**src/rtl/mem_arb_pkg.sv**
```systemverilog
// Shared types and default sizes for the IF/DM memory port arbiter.
package mem_arb_pkg;

  localparam int MEM_ARB_ADDR_W = 10;
  localparam int MEM_ARB_DATA_W = 32;

  // Which requester owns the read data returning from memory this cycle.
  typedef enum logic [1:0] {
    OWN_NONE = 2'd0,
    OWN_IF   = 2'd1,
    OWN_DM   = 2'd2
  } owner_t;

endpackage

```
**src/rtl/mem_arb_fair_ctr.sv**
```systemverilog
// Fetch-starvation guard: counts consecutive DM grants while IF is waiting
// and raises force_if once the run reaches MAX_DATA_RUN.
module mem_arb_fair_ctr #(
  parameter int MAX_DATA_RUN = 4
) (
  input  logic clk,
  input  logic rst_n,
  input  logic if_req,
  input  logic if_gnt,
  input  logic dm_gnt,
  output logic force_if
);

  localparam int CW = $clog2(MAX_DATA_RUN + 1);
  localparam logic [CW-1:0] RUN_MAX = CW'(MAX_DATA_RUN);

  logic [CW-1:0] run_cnt;

  // IF only needs forcing while it is actually asking.
  assign force_if = if_req && (run_cnt == RUN_MAX);

  // Run counter: clears when IF is idle or served, saturates at the limit.
  always_ff @(posedge clk or negedge rst_n) begin
    if (!rst_n) begin
      run_cnt <= '0;
    end else if (!if_req || if_gnt) begin
      run_cnt <= '0;
    end else if (dm_gnt && (run_cnt != RUN_MAX)) begin
      run_cnt <= run_cnt + CW'(1);
    end
  end

endmodule

```
**src/rtl/mem_port_arbiter.sv**
```systemverilog
// Arbiter between instruction fetch (IF) and load/store (DM) on a single
// ported memory. DM has priority; read data is routed back one cycle after
// the grant to whichever requester owned the access.
// Optional fetch-starvation guard enabled by defining MEM_ARB_FAIRNESS_EN.
module mem_port_arbiter
  import mem_arb_pkg::*;
#(
  parameter int ADDR_W       = MEM_ARB_ADDR_W,
  parameter int DATA_W       = MEM_ARB_DATA_W,
  parameter int MAX_DATA_RUN = 4
) (
  input  logic              clk,
  input  logic              rst_n,
  input  logic              if_req,
  input  logic [ADDR_W-1:0] if_addr,
  input  logic              if_flush,
  output logic              if_gnt,
  output logic              if_rvalid,
  output logic [DATA_W-1:0] if_rdata,
  input  logic              dm_req,
  input  logic              dm_we,
  input  logic [ADDR_W-1:0] dm_addr,
  input  logic [DATA_W-1:0] dm_wdata,
  output logic              dm_gnt,
  output logic              dm_rvalid,
  output logic [DATA_W-1:0] dm_rdata,
  output logic              mem_en,
  output logic              mem_we,
  output logic [ADDR_W-1:0] mem_addr,
  output logic [DATA_W-1:0] mem_wdata,
  input  logic [DATA_W-1:0] mem_rdata
);

  logic   force_if;
  owner_t owner_q;

`ifdef MEM_ARB_FAIRNESS_EN
  mem_arb_fair_ctr #(
    .MAX_DATA_RUN(MAX_DATA_RUN)
  ) u_fair_ctr (
    .clk     (clk),
    .rst_n   (rst_n),
    .if_req  (if_req),
    .if_gnt  (if_gnt),
    .dm_gnt  (dm_gnt),
    .force_if(force_if)
  );
`else
  logic unused_run_cfg;
  assign force_if       = 1'b0;
  assign unused_run_cfg = (MAX_DATA_RUN == 0);
`endif

  // Grant decision: DM first unless the guard forces IF; nothing while in reset.
  always_comb begin
    if_gnt = 1'b0;
    dm_gnt = 1'b0;
    if (rst_n) begin
      if (if_req && (!dm_req || force_if)) begin
        if_gnt = 1'b1;
      end else if (dm_req) begin
        dm_gnt = 1'b1;
      end
    end
  end

  // Memory strobe and command taken from the winner; fetches never write.
  always_comb begin
    mem_en    = 1'b0;
    mem_we    = 1'b0;
    mem_addr  = '0;
    mem_wdata = '0;
    if (if_gnt) begin
      mem_en   = 1'b1;
      mem_addr = if_addr;
    end else if (dm_gnt) begin
      mem_en    = 1'b1;
      mem_we    = dm_we;
      mem_addr  = dm_addr;
      mem_wdata = dm_wdata;
    end
  end

  // Remember who owns next cycle's read data; stores return nothing.
  always_ff @(posedge clk or negedge rst_n) begin
    if (!rst_n) begin
      owner_q <= OWN_NONE;
    end else if (if_gnt) begin
      owner_q <= OWN_IF;
    end else if (dm_gnt && !dm_we) begin
      owner_q <= OWN_DM;
    end else begin
      owner_q <= OWN_NONE;
    end
  end

  // Response steering; a flush drops the fetch response returning this cycle.
  always_comb begin
    if_rvalid = 1'b0;
    if_rdata  = '0;
    dm_rvalid = 1'b0;
    dm_rdata  = '0;
    if ((owner_q == OWN_IF) && !if_flush) begin
      if_rvalid = 1'b1;
      if_rdata  = mem_rdata;
    end
    if (owner_q == OWN_DM) begin
      dm_rvalid = 1'b1;
      dm_rdata  = mem_rdata;
    end
  end

endmodule

```
**config.mk**
```make
export PLATFORM = sky130hd
export DESIGN_NAME = mem_port_arbiter
export DESIGN_NICKNAME = d
export VERILOG_FILES = /design/src/rtl/mem_arb_pkg.sv /design/src/rtl/mem_arb_fair_ctr.sv /design/src/rtl/mem_port_arbiter.sv
export SDC_FILE = /design/constraint.sdc
export NUM_CORES = 1
export LEC_CHECK = 0
export CORE_MARGIN = 8
export CORE_UTILIZATION = 20
export CTS_BUF_LIST = sky130_fd_sc_hd__clkbuf_2 sky130_fd_sc_hd__clkbuf_4 sky130_fd_sc_hd__clkbuf_8
export CTS_CLUSTER_SIZE = 10
export DETAILED_ROUTE_END_ITERATION = 10
export GPL_TIMING_DRIVEN = 1
export PLACE_DENSITY = 0.89
export SYNTH_ARGS = -nofsm -noshare
export SYNTH_HDL_FRONTEND = slang
export SYNTH_SLANG_ARGS = --single-unit
```
**constraint.sdc**
```tcl
create_clock -name clk -period 2.38 [get_ports clk]
set_input_delay 0.476 -clock clk [delete_from_list [all_inputs] [get_ports clk]]
set_output_delay 0.476 -clock clk [all_outputs]
set_load 0.02 [all_outputs]
```
==> results.tsv <==
stage	metric	value	unit
status	outcome	finished, final reports clean	
layout	fillers	424	
timing	slew_violations	0	
die	die_x	84.2	um
logic_synthesis	synth_area_leader_cell	and2_1	
layout	post-route-util	0.647	
layout	top_regs	owner_q x2	
logic_synthesis	synth_area	930	um^2
power	power.leakage	0.00163	uW
drt	vias	1705	
place	dp_hpwl	5910	um
logic_synthesis	synth_edf_count	0	
timing	worst_slack	0.0695	ns
layout	synthToLayoutAreaGrowth	220	%
setup_path	cp-startpoint	if_flush	
drt	routed_wl	6630	um
place	portBuffers	201	
layout	multiInputGateArea	782	um^2
layout	regArea	50.0	um^2
place	gp_congestion	0.798	
clocking	cts.reportedPaths.clkPinSlew	0.03	ns
drt	ant_nets	0	
timing	finalHoldViolCount	0	
drt	via_per_inst	4.45	
setup_path	path_cells	clkdlybuf4s50_1 > nor3b_4 > buf_12 > and2_1 > dlygate4sd2_1	
drt	post_drt_wl_per_cell	17.3	um
die	rows	25	
drt	drt_iter0_drc	48	
timing	whs	0.602	ns
logic_synthesis	seq_area_frac_synth	0.0538	
global_routing	grt_usage	0.178	
die	initial_core_util	0.202	
setup_path	critPathMaxFanout	33	
job	cap_violations	0	
setup_path	required	1.90	ns
die	num_io_pins	202	
setup_path	critPathKind	in -> out	
place	place_inst	380	
logic_synthesis	netlist-cell-type-count	15	
logic_synthesis	syn_area_per_cell	7.10	um^2
global_routing	grt_max_degree	34	
setup_path	end_kind	primary output	
timing	slew_headroom	0.815	
timing	grt_setup_unrepaired	no	
drt	drcViolationCount	0	
clocking	cts.sinks	2	
layout	largest_reg_flops	2	
die	chipHeight	84.2	um
timing	setup_viol	0	
global_routing	grt_pass1_wl	10300	um
logic_synthesis	ys_seq_elements	2	
logic_synthesis	netlist.area_leader.share	0.437	
clocking	cts_tree	built	
logic_synthesis	synth.area.top_cells	and2_1 (44%), and3_1 (22%), a32o_2 (11%), buf_6 (6.1%), dfrtp_1 (5.4%)	
layout	insertedDiodeCount	0	
layout	fin_nets	421	
logic_synthesis	syn_inst	131	
die	die_area	7090	um^2
global_routing	grt_pass1_vias	1866	
setup_path	cp_slowest_cell	clkdlybuf4s50_1	
timing	fin_crit	2.31	ns
clocking	hold_buffers	0	
worst_hold_path	holdCritPathClass	in -> async	
drt	firstDrtPassIters	4	
logic_synthesis	synth_commonest_cells	and2_1 (65), and3_1 (33), a32o_2 (9)	
global_routing	gr-total-overflow	0	
logic_synthesis	synthArstFlopShare	1.00	
power	powerDensity	193	nW/um^2
setup_path	cp-start-kind	input port	
setup_path	endpoint	if_rdata[12]	
clocking	clk_path_buf_depth	2	
place	post-place-ws	-0.224	ns
layout	largest_register	owner_q	
layout	drive_above_1_share	0.0729	
setup_path	arrival	1.83	ns
timing	timing.final.crit_share	0.971	
clocking	cts_root_buffer	clkbuf_8	
clocking	cts_buffers	3	
die	core	4600	um^2
clocking	cts.htree.levels	1	
logic_synthesis	synth_fp_nets	221	
layout	final-instance-count-excl-fill	383	
logic_synthesis	yosysMostFrequentCell	and2_1	
setup_path	cpPeakStageDelay	0.45	ns
global_routing	antenna_found_initial	0	
logic_synthesis	synthFlopType	dfrtp_1	
logic_synthesis	ys_warn_count	0	
timing	tightest_slew	0.276	ns
timing	max_freq	433	MHz
power	vdd_drop_max	185	uV
[critical path: cells and delay by family]
kind / cells / cell delay [ns]
buf+inv: 3 / 1.00
simple gates: 2 / 0.36
[metal layers]
metal | GRT usage | wire length [um]
met1 | 0.179 | 2410
met2 | 0.325 | 3370
met3 | 0.0755 | 757
met4 | 0.0424 | 89
met5 | 0 | 0
[placed cells by master, fill, tap and decap left out]
cell type	n
a32o_1	1
a32o_2	9
and2_1	65
and2_4	1
and2b_1	1
and3_1	33
buf_12	3
buf_4	4
buf_6	2
clkbuf_8	3
clkdlybuf4s15_1	5
clkdlybuf4s50_1	121
dfrtp_1	2
dlygate4sd2_1	74
dlymetal6s2s_1	1
nor2b_1	1
nor2b_2	1
nor3b_4	1
o21a_1	1
[cell type report]
type	instances	area share
multi-input cells	114	0.263
flip-flops and latches	2	0.0168
repair buffers	210	0.684
clock buffers	3	0.0139
well taps	54	0.0227
[where the power goes]
group	internal, uW	switching (uW)
registers	35.6	1.67
clock network	107	23.9
logic	241	167
[worst min path at each step]
stage,endpoint,slack (ns),startpoint
global placement,owner_q[1],0.80,rst_n
floorplan,owner_q[0],0.18,rst_n
detailed placement,owner_q[1],0.80,rst_n
finish,owner_q[1],0.60,rst_n
CTS,owner_q[1],0.61,rst_n
global route,owner_q[1],0.62,rst_n
[stage by stage]
step	setup TNS (ns)	area, um^2	power, uW
after detailed placement	-13.53	3020	480
after global placement	-11.25	3020	473
after CTS	0	2970	585
final	0	2980	576
after global routing	0	2980	614
after floorplan	0	930	191
[repair_timing]
item,CTS,global route
resized for setup,81,6
cloned,0,0
endpoints found under the setup margin,78,6
hold endpoints to repair,0,0
buffers inserted,0,0
[cell families after synthesis]
| family | Yosys count | share of synthesized area |
|---|---|---|
| and+or+nand+nor | 103 | 0.713 |
| buffers and inverters | 15 | 0.105 |
| AOI/OAI and AO/OA | 11 | 0.128 |
| DFF | 2 | 0.0538 |
(Power assumes the default switching activity.)
